$ cat src/rtl/wallace_pkg.sv
`default_nettype none
// ============================================================================
// Module   : wallace_pkg
// Purpose  : Shared definitions for the Wallace multiplier datapath: the
//            final-adder FSM state encoding and the default operand geometry
//            used by the partial-product tree and the final adder.
// Revision : 1.0  initial release
// ============================================================================
package wallace_pkg;

  // Product width and number of partial-product rows fed to the tree.
  localparam int MUL_W   = 32;
  localparam int PP_ROWS = 16;

  // Final carry-propagate adder control states.
  typedef enum logic [1:0] {
    ST_IDLE = 2'd0,
    ST_ADD  = 2'd1,
    ST_DONE = 2'd2
  } fa_state_t;

endpackage : wallace_pkg
`default_nettype wire

$ cat src/rtl/pp_final_adder_cpa_chunk.sv
`default_nettype none
// ============================================================================
// Module   : cpa_chunk
// Purpose  : Combinational CHUNK-bit adder with carry-in and carry-out. One
//            instance is time-shared across all chunks of the final adder.
// Ports    : a, b  in  CHUNK  addend chunks
//            cin   in  1      carry from the previous (lower) chunk
//            sum   out CHUNK  chunk sum
//            cout  out 1      carry into the next (higher) chunk
// Revision : 1.0  initial release
// ============================================================================
module cpa_chunk #(
  parameter int CHUNK = 8
) (
  input  logic [CHUNK-1:0] a,
  input  logic [CHUNK-1:0] b,
  input  logic             cin,
  output logic [CHUNK-1:0] sum,
  output logic             cout
);

  // One extra bit on each operand captures the carry out of the chunk MSB.
  assign {cout, sum} = {1'b0, a} + {1'b0, b} + {{CHUNK{1'b0}}, cin};

endmodule : cpa_chunk
`default_nettype wire

$ cat src/rtl/pp_final_adder.sv
`default_nettype none
// ============================================================================
// Module   : pp_final_adder
// Purpose  : Final carry-propagate stage of the Wallace multiplier. Resolves
//            the redundant sum/carry pair from the adder tree into a binary
//            product, CHUNK bits per cycle with a registered inter-chunk
//            carry. Valid/ready handshake on both input and output sides.
// Ports    : clk, rst            clock, synchronous active-high reset
//            in_valid/in_ready   input handshake for the s/c pair
//            s, c                sum and weight-aligned carry vectors
//            out_valid/out_ready output handshake for p
//            p                   (s + c) mod 2^WIDTH
//            cout                final MSB carry (PP_FINAL_ADDER_COUT_EN only)
//            busy                high while adding or holding a result
// Config   : define PP_FINAL_ADDER_COUT_EN to add the cout output port.
// Revision : 1.0  initial release
// ============================================================================
module pp_final_adder
  import wallace_pkg::*;
#(
  parameter int WIDTH = MUL_W,
  parameter int CHUNK = 8
) (
  input  logic             clk,
  input  logic             rst,
  input  logic             in_valid,
  output logic             in_ready,
  input  logic [WIDTH-1:0] s,
  input  logic [WIDTH-1:0] c,
  output logic             out_valid,
  input  logic             out_ready,
  output logic [WIDTH-1:0] p,
`ifdef PP_FINAL_ADDER_COUT_EN
  output logic             cout,
`endif
  output logic             busy
);

  localparam int N     = WIDTH / CHUNK;
  localparam int IDX_W = (N > 1) ? $clog2(N) : 1;
  localparam logic [IDX_W-1:0] IDX_LAST = IDX_W'(N - 1);

  fa_state_t        state_q, state_d;
  logic [IDX_W-1:0] idx_q,   idx_d;
  logic             carry_q, carry_d;
  logic [WIDTH-1:0] s_q,     s_d;
  logic [WIDTH-1:0] c_q,     c_d;
  logic [WIDTH-1:0] p_q,     p_d;

  logic [CHUNK-1:0] chunk_a;
  logic [CHUNK-1:0] chunk_b;
  logic [CHUNK-1:0] chunk_sum;
  logic             chunk_cout;
  logic             accept;

  // Acceptance is blocked during the reset cycle so nothing is latched
  // that the reset would immediately throw away.
  assign in_ready  = (state_q == ST_IDLE) && !rst;
  assign accept    = in_valid && in_ready;
  assign out_valid = (state_q == ST_DONE);
  assign busy      = (state_q != ST_IDLE);
  assign p         = p_q;

`ifdef PP_FINAL_ADDER_COUT_EN
  // After the last chunk the carry register holds the MSB carry; it is
  // cleared on acceptance, so it never shows a stale value with out_valid.
  assign cout = carry_q;
`endif

  // The single adder is steered to the chunk selected by idx.
  assign chunk_a = s_q[idx_q*CHUNK +: CHUNK];
  assign chunk_b = c_q[idx_q*CHUNK +: CHUNK];

  cpa_chunk #(
    .CHUNK (CHUNK)
  ) u_cpa_chunk (
    .a    (chunk_a),
    .b    (chunk_b),
    .cin  (carry_q),
    .sum  (chunk_sum),
    .cout (chunk_cout)
  );

  always_comb begin
    state_d = state_q;
    idx_d   = idx_q;
    carry_d = carry_q;
    s_d     = s_q;
    c_d     = c_q;
    p_d     = p_q;
    case (state_q)
      ST_IDLE: begin
        if (accept) begin
          s_d     = s;
          c_d     = c;
          idx_d   = '0;
          carry_d = 1'b0;
          // Clearing p makes unwritten upper chunks read as zero.
          p_d     = '0;
          state_d = ST_ADD;
        end
      end
      ST_ADD: begin
        p_d[idx_q*CHUNK +: CHUNK] = chunk_sum;
        carry_d                   = chunk_cout;
        // idx is left at the last chunk rather than wrapped.
        if (idx_q == IDX_LAST) begin
          state_d = ST_DONE;
        end else begin
          idx_d = idx_q + 1'b1;
        end
      end
      ST_DONE: begin
        // Input side is deliberately ignored here; p and carry stay frozen.
        if (out_ready) begin
          state_d = ST_IDLE;
        end
      end
      default: begin
        state_d = ST_IDLE;
      end
    endcase
  end

  always_ff @(posedge clk) begin
    if (rst) begin
      state_q <= ST_IDLE;
      idx_q   <= '0;
      carry_q <= 1'b0;
      s_q     <= '0;
      c_q     <= '0;
      p_q     <= '0;
    end else begin
      state_q <= state_d;
      idx_q   <= idx_d;
      carry_q <= carry_d;
      s_q     <= s_d;
      c_q     <= c_d;
      p_q     <= p_d;
    end
  end

endmodule : pp_final_adder
`default_nettype wire

$ cat config.mk
export PLATFORM = sky130hd
export DESIGN_NAME = pp_final_adder
export DESIGN_NICKNAME = d
export VERILOG_FILES = /design/src/rtl/wallace_pkg.sv /design/src/rtl/pp_final_adder_cpa_chunk.sv /design/src/rtl/pp_final_adder.sv
export SDC_FILE = /design/constraint.sdc
export NUM_CORES = 1
export LEC_CHECK = 0
export CORE_AREA = 2 2 127 129
export DETAILED_ROUTE_END_ITERATION = 10
export DIE_AREA = 0 0 129 131
export HOLD_SLACK_MARGIN = 0.15
export PLACE_DENSITY = 0.63
export SLEW_MARGIN = 25
export SYNTH_ARGS = -nofsm -noshare
export SYNTH_HDL_FRONTEND = slang
export SYNTH_SLANG_ARGS = --single-unit
$ cat constraint.sdc
create_clock -name clk -period 3.25 [get_ports clk]
set_input_delay 0.8125 -clock clk [delete_from_list [all_inputs] [get_ports clk]]
set_output_delay 0.8125 -clock clk [all_outputs]
set_load 0.02 [all_outputs]
==> impl_metrics.py, run 1 <==
metrics = {
    "yosys": {
        "syn_inst": 499,
        "synth-compound-area-share_pct": 16.6,
        "synth_ff_type": "dfxtp_1",
        "synth-simple-area-share_pct": 22.2,
        "ys_async_sr_fraction_pct": 0,
        "synth_xor_area_share_pct": 0.572,
        "synth_top_family_by_area": "simple AND/OR/NAND/NOR gates",
        "synth_area_leaders": "dfxtp_1 (44%), nand2b_1 (9.8%), mux4_2 (7.8%), o21ai_0 (7.3%), nand2_1 (6.0%)",
        "synthAdderAreaFrac_pct": 3.87,
        "ys_ff_latch": 101,
        "synthesis.nets": 580,
        "yosysSeqAreaShare_pct": 44.0,
        "syn_area_per_cell_um2": 9.21,
        "synth_top_area_share_pct": 44.0,
        "syn-cell-area_mm2": 0.00459,
        "synth_edf_count": 0,
        "yosys.area.top_type": "dfxtp_1",
        "synth_warnings": 0,
        "synthMuxAreaShare_pct": 8.28,
        "yosysUniqueCellTypes": 45,
    },
    "cts": {
        "cts_tree": "yes",
        "clk_latency_ns": 0.35,
        "cts_setup_buffers": 0,
        "path_clk_slew_ns": 0.07,
        "clockRootBuffer": "clkbuf_16",
        "cts_max_level": 3,
        "cts_buffers": 9,
        "numClockSinks": 101,
        "postCtsResizedCells": 0,
        "clockBufferDepth": 2,
        "cts_hold_buffers": 0,
    },
    "setup_path": {
        "crit_path_max_fanout": 10,
        "worst-setup-path-type": "reg -> reg",
        "cp-start-kind": "flip-flop",
        "end_kind": "flip-flop",
        "rrSetupSlack_ns": 0.38,
        "worstPathRequired_ns": 3.46,
        "crit_arrival_ns": 3.08,
    },
    "detailed_routing": {
        "drt_iter0_drc": 194,
        "ant_nets": 0,
        "via_count": 3797,
        "vias_per_cell": 4.69,
        "dr.pass1.iters": 4,
        "wirelength_um": 12100,
        "drc": 0,
        "wl_per_cell_um": 15.0,
    },
    "global_route": {
        "grt_start_max_net_pins": 93,
        "grt_use_total_pct": 14.8,
        "grt_pass1_wl_um": 19200,
        "grt_pass1_vias": 3857,
        "antenna_found_initial": 0,
        "globalRouteOverflowTotal": 0,
    },
    "timing": {
        "setup_tns_ns": 0,
        "min_period_over_period_pct": 88.3,
        "layout_min_cycle_time_ns": 2.87,
        "hold_violations": 0,
        "layout_setup_ws_ns": 0.380,
        "max_freq_ghz": 0.348,
        "drv_slew": 0,
        "worst_slew_margin_rel_pct": 55.1,
        "skew_ns": 0.00803,
        "worstMarginPinSlew_ns": 0.672,
        "rsz0062_at_grt": "false",
        "setup_violations": 0,
    },
    "place": {
        "hpwl_um": 9240,
        "portBuffers": 102,
        "place_congestion": 0.819,
        "place_ws_ns": 0.447,
    },
    "die": {
        "fp.dieW_um": 129,
        "dieArea_mm2": 0.0169,
        "num_io_pins": 103,
        "std_cell_rows": 46,
        "die_y_um": 131,
        "core_mm2": 0.0156,
        "initial_core_util_pct": 29.5,
    },
    "layout": {
        "drive_gt1_share_pct": 7.76,
        "area_delta_synth_final_pct": 33.6,
        "layout_common_cells": "dfxtp_1 (101), clkdlybuf4s50_1 (101), nand2_1 (73)",
        "fin_util_pct": 39.4,
        "n_fill_cell": 1568,
        "diodes": 0,
        "num-nets-final": 669,
    },
    "pwr": {
        "p_per_area_mw_per_mm2": 482,
        "ir_worst_vdd_uv": 264,
        "p_leak_uw": 0.00220,
    },
    "outcome": {
        "status": "finished clean",
    },
    "min_path": {
        "min_path_type": "reg -> reg",
    },
    "flow_run": {
        "drv_cap": 0,
    },
}
==> final cells by class <==
cell class	instances	area, um^2	share of cell area (%)
sequential	101	2020	32.9
inverter	16	60.1	0.978
clock buffer	9	225	3.67
tap	216	270	4.40
timing repair buffer	109	1080	17.6
clock inverter	7	106	1.73
multi-input combinational	351	2370	38.7
==> synth_stat cells, drive strengths merged, types with 5 or more instances <==
cell type  count
a21o           6
a21oi          5
a22o          11
a22oi          9
buf           16
clkbuf        15
dfxtp        101
ha            11
inv           16
mux4          16
nand2         73
nand2b        72
nor2          23
nor2b          8
o21ai         67
o32ai          9
==> power breakdown <==
| part | internal (uW) | switching, uW | leakage (uW) |
|---|---|---|---|
| Clock | 687 | 500 | 0.000162 |
| Combinational | 218 | 207 | 0.00121 |
| Sequential | 1300 | 44.8 | 0.000826 |
| Total | 2210 | 752 | 0.00220 |
==> worst max-delay path, cell delays in order, from the launching register on <==
cell and delay (ns):
dfxtp_1 0.42, buf_4 0.27, mux4_2 0.53, ha_1 0.36
o211ai_1 0.11, o21ai_0 0.40, mux2i_1 0.46, o32ai_1 0.17
==> flip-flops by register name, indices dropped and copies added (netlist names) <==
signal and cells:
c_q 32, carry_q 1, idx_q 2, p 32
s_q 32, state_q 2
==> kinds of logic (layout without fill, tap and decap cells) <==
logic type | count (synthesis) | after routing
compound gates | 121 | 121
fa+ha+maj | 13 | 13
xor+xnor | 3 | 3
simple gates | 196 | 196
buf+inv | 47 | 141
flops | 101 | 101
mux | 18 | 18
==> path summary, 6_finish.rpt <==
check | cells after the start | to | start
max | 7 | p[7] | idx_q[0]
min | 2 | p[31] | p[31]
max reg2reg | 7 | p[7] | idx_q[0]
min reg2reg | 2 | p[31] | p[31]
==> metal layers <==
layer	vias up	track usage (%)	routed length, um
met4	0	5.12	231
met5	-	0	0
met1	1779	18.4	5410
met3	15	3.46	606
met2	105	25.2	5850
li1	1898	-	-
==> per-stage QoR <==
stage	instances	hold slack (ns)	power [uW]	instance area, um^2
6_report	809	0.471	2960	6140
3_3_place_gp	793	0.463	1790	5810
2_1_floorplan	499	0.446	1620	4590
5_1_grt	809	0.497	3080	6140
3_5_place_dp	793	0.462	1800	5810
4_1_cts	809	0.474	2980	6140
Power figures use the tool's default switching activity.
==> inputs of run 2 (changes only) <==
--- a/config.mk
+++ b/config.mk
@@ -14,3 +14,4 @@
 export SYNTH_ARGS = -nofsm -noshare
 export SYNTH_HDL_FRONTEND = slang
 export SYNTH_SLANG_ARGS = --single-unit
+export TNS_END_PERCENT = 5
==> results of run 2 <==
Final layout, timing and power as in run 1 (identical DEF).
==> patch 1 (config.mk and constraints of run 1) <==
Encoding of `fa_state_t`: now one-hot (3 bits for 3 states).
--- a/src/rtl/wallace_pkg.sv
+++ b/src/rtl/wallace_pkg.sv
@@ -15,6 +15,6 @@
   // Final carry-propagate adder control states.
-  typedef enum logic [1:0] {
-    ST_IDLE = 2'd0,
-    ST_ADD  = 2'd1,
-    ST_DONE = 2'd2
+  typedef enum logic [2:0] {
+    ST_IDLE = 3'b001,
+    ST_ADD  = 3'b010,
+    ST_DONE = 3'b100
   } fa_state_t;
Check against the original RTL: no difference found for any inputs over 4 cycles, from zero or initial values and one cycle with rst high; so few cycles prove little.
==> patch 1 against run 1 <==
Sequential cell count up 1; synthesized area down 0.49%; setup slack worse by 0.068 ns; via count down 2.6%; routed wire length down 1.9%; total power down 7.7%; final area down 0.98%; sequential share of layout area up 0.65 points; critical path type unchanged; largest cell class unchanged.
==> patch 1: results <==
[status]
status = "completed"

[global_route]
grt_first_pass_wirelength_um = 18600
grt_usage = 0.142
antenna_found_initial = 0
grt_max_degree = 107
grt_use_met1 = 0.184
grtUsageMet3 = 0.0322
grt_util_met2 = 0.241

[detailed_routing]
dr_wl_met2_um = 5730
wirelength_um = 11900
wl_met3_um = 642
vias = 3699
wirelength_met1_um = 5400
firstDrtPassIters = 5
drt_iter0_markers = 288

[finish]
seqCellArea_um2 = 2040
num-nonclk-inverters = 6
layout-drive-gt1-share = 0.0767
multi_input_area_um2 = 2380
comb.multi_input.count = 355
final_nets = 665
buffers_excl_clock = 108
nFillCells = 1581
clk_share = 0.0461
final_cells = 803
nClkBuffers = 14
area_share_nonclk_buffers = 0.179
fin_area_um2 = 6080

[clock_tree]
cts.sinks = 102
numCtsBuffers = 9
h-tree-depth = 3
root_buffer = "clkbuf_16"

[power_and_ir_drop]
p_leak_uw = 0.00214
peakVddDrop_v = 0.000267
switchingPower_uw = 664
clockPowerShare = 0.369
pwr-share-comb = 0.133
power_uw = 2730

[placed_design]
dp_cells = 787
dp_slack_ns = 0.362
dp_hpwl_um = 8760
place.gp.congestion = 0.809
placed_cell_area_um2 = 5800

[synth]
synth_common_cells = "dfxtp_1, o21ai_0, nand2b_1, nand2_1, nor2_1"
synth_cell_types = 39
synth.area.top_cells = "dfxtp_1, nand2b_1, mux4_2, o21ai_0, nand2_1"
syn_nets = 578
seq_area_frac_synth = 0.447
syn_inst = 495
ys_async_sr_fraction = 0

[timing]
worst-slew-pin-transition_ns = 0.836
fin_skew_ns = 0.00658

[worst_setup_path]
crit_slowest_cell = "mux4_2"
worstPathArrival_ns = 3.21
critPathMaxFanout = 14
crit_family = "compound AO/OA/AOI/OAI gates"
slowest_delay_ns = 0.55

[hold_path]
holdCritPathClass = "flip-flop to flip-flop"
-- patch 1: changes by cell type in the layout (fill, tap and decap cells not counted), moves of 5 or more --
cell	before	now
inv_1	16	6
nor2_1	23	37
o32ai_1	9	0
a21oi_1	5	12
nor2b_1	7	2
nand2_1	73	68
a22o_1	11	0
a22oi_1	9	24
-- patch 1: final timing paths --
check                end  cells past startpoint  slack [ns]     start
setup / recovery   p[22]                      8        0.31  idx_q[0]
hold / removal    s_q[7]                      2        0.48    s_q[7]
setup reg to reg   p[22]                      8        0.31  idx_q[0]
hold reg to reg   s_q[7]                      2        0.48    s_q[7]
-- patch 1: cells by family after synthesis --
logic type | synth area share
adders and majority gates | 0.0443
xor gates and xnor gates | 0.00766
DFF | 0.447
muxes | 0.0788
buffers and inverters | 0.0353
AOI/OAI and AO/OA | 0.157
and+or+nand+nor | 0.231
==> patch 2 (flow settings as in run 1) <==
Made on the original files. `MUL_W`: 32 -> 16.
--- a/src/rtl/wallace_pkg.sv
+++ b/src/rtl/wallace_pkg.sv
@@ -11,3 +11,3 @@
   // Product width and number of partial-product rows fed to the tree.
-  localparam int MUL_W   = 32;
+  localparam int MUL_W   = 16;
   localparam int PP_ROWS = 16;
Interface: changed (resized c, p and s); port bits go from 103 to 55. The function was not compared with the original's and may differ.
==> patch 2 against run 1 <==
Die area is the same; sequential cell count shrank 49; clock skew shrank 0.0045 ns; total power shrank 48%; routed wire length shrank 41%; non-clock buffer count shrank 49; setup slack lost 0.094 ns; first-iteration DRC count shrank 58%; sequential power shrank 47%; final area shrank 43%; synthesized area shrank 44%; global-route usage shrank 6.1 points.
==> patch 2: results <==
[worst_setup_path]
reg2reg_slack_ns = 0.61
rr_endpoint = "p[15]"
setup.worst_path.start = "rst"
r2r-start = "idx_q"
slowest_delay_ns = 0.67
critPathMaxFanout = 3
crit_family = "buffers and inverters"
worstSetupEndpoint = "in_ready"
worstPathArrival_ns = 2.15
rr_worst_depth = 7
crit_slowest_cell = "clkdlybuf4s50_1"

[synth]
seq_area_frac_synth = 0.407
synthAdderAreaFrac = 0.0499
synth_xor_area_frac = 0.00342
ys_async_sr_fraction = 0
synth_cell_types = 38
synth.area.top_cells = "dfxtp_1, nand2_1, nand3b_1, mux2_2, ha_1"
synth_compound_area_frac = 0.0974
syn_nets = 348
yosys_warnings = 0
synthMuxAreaShare = 0.0695
synth_common_cells = "nand2_1, dfxtp_1, nand3b_1, clkbuf_1"

[placed_design]
dp_hpwl_um = 5350
place.gp.congestion = 0.793
portBuffers = 54

[detailed_routing]
wirelength_met1_um = 3320
drt_iter0_markers = 81
wl_met3_um = 294
post_drt_wl_per_cell_um = 12.6
firstDrtPassIters = 4
dr_wl_met2_um = 3360
vias_per_cell = 3.94
top_layer = "met4"

[global_route]
grt_util_met2 = 0.146
grt_use_met1 = 0.108
grt_max_degree = 62
grtUsageMet3 = 0.0175
grt_usage = 0.0866
grt_first_pass_wirelength_um = 11400
grt_pass1_vias = 2275
antenna_found_initial = 0

[finish]
nFillCells = 1743
layout-drive-gt1-share = 0.0888
final_nets = 393

[clock_tree]
numCtsBuffers = 5
h-tree-depth = 2
clock_path_buffers = 2
root_buffer = "clkbuf_16"
cts.clk_slew.worst_paths_ns = 0.07
post_cts_buffers = 0
ctsResizeCount = 0
insertion_delay_ns = 0.29

[power_and_ir_drop]
p_leak_uw = 0.00137
peakVddDrop_v = 0.000180

[timing]
fin_skew_ns = 0.00348
worst-slew-pin-transition_ns = 0.703

[hold_path]
holdCritPathClass = "flip-flop to flip-flop"

[status]
status = "completed"
patch 2: per-stage QoR:
stage	std cells	power (µW)	hold slack [ns]	instance area [µm²]	setup WS, ns
after floorplan	303	902	0.446	2560	0.589
after global placement	557	1020	0.460	3320	0.319
after detailed placement	557	1020	0.460	3320	0.292
after CTS	565	1570	0.471	3470	0.292
after global routing	565	1630	0.484	3470	0.204
final	565	1550	0.469	3470	0.286
patch 2: cell type report:
| cell class | count | area [µm²] | area share |
|---|---|---|---|
| clock buffers | 5 | 125 | 0.0360 |
| inverters | 3 | 11.3 | 0.00324 |
| multi-input cells | 226 | 1410 | 0.407 |
| repair buffers | 60 | 586 | 0.169 |
| clock inverters | 3 | 26.3 | 0.00757 |
| flip-flops and latches | 52 | 1040 | 0.300 |
| well taps | 216 | 270 | 0.0778 |
patch 2: cells by family after synthesis:
family / after synthesis
DFF: 52
xor gates and xnor gates: 1
and+or+nand+nor: 161
AOI/OAI and AO/OA: 39
buffers and inverters: 25
muxes: 16
adders and majority gates: 9
patch 2: worst reg2reg max path, cell delays in order (launching register included):
cell and delay, ns:
dfxtp_1 0.49, buf_4 0.23, mux2_2 0.35, ha_1 0.36
a21oi_1 0.30, a211oi_1 0.18, or4_1 0.55, nand3_1 0.12
patch 2: worst min path at each step:
stage                       start  depth (start not counted)  slack [ns]       to
after CTS                   p[12]                          2        0.47    p[12]
after global routing       c_q[4]                          2        0.48   c_q[4]
final                       p[12]                          2        0.47    p[12]
after global placement       p[0]                          2        0.46     p[0]
after floorplan           c_q[10]                          2        0.45  c_q[10]
after detailed placement   s_q[6]                          2        0.46   s_q[6]
patch 2: where the power goes:
part / internal (µW) / switching [µW]
sequential: 681 / 28.3
clock: 293 / 251
combinational: 145 / 151
total: 1120 / 430
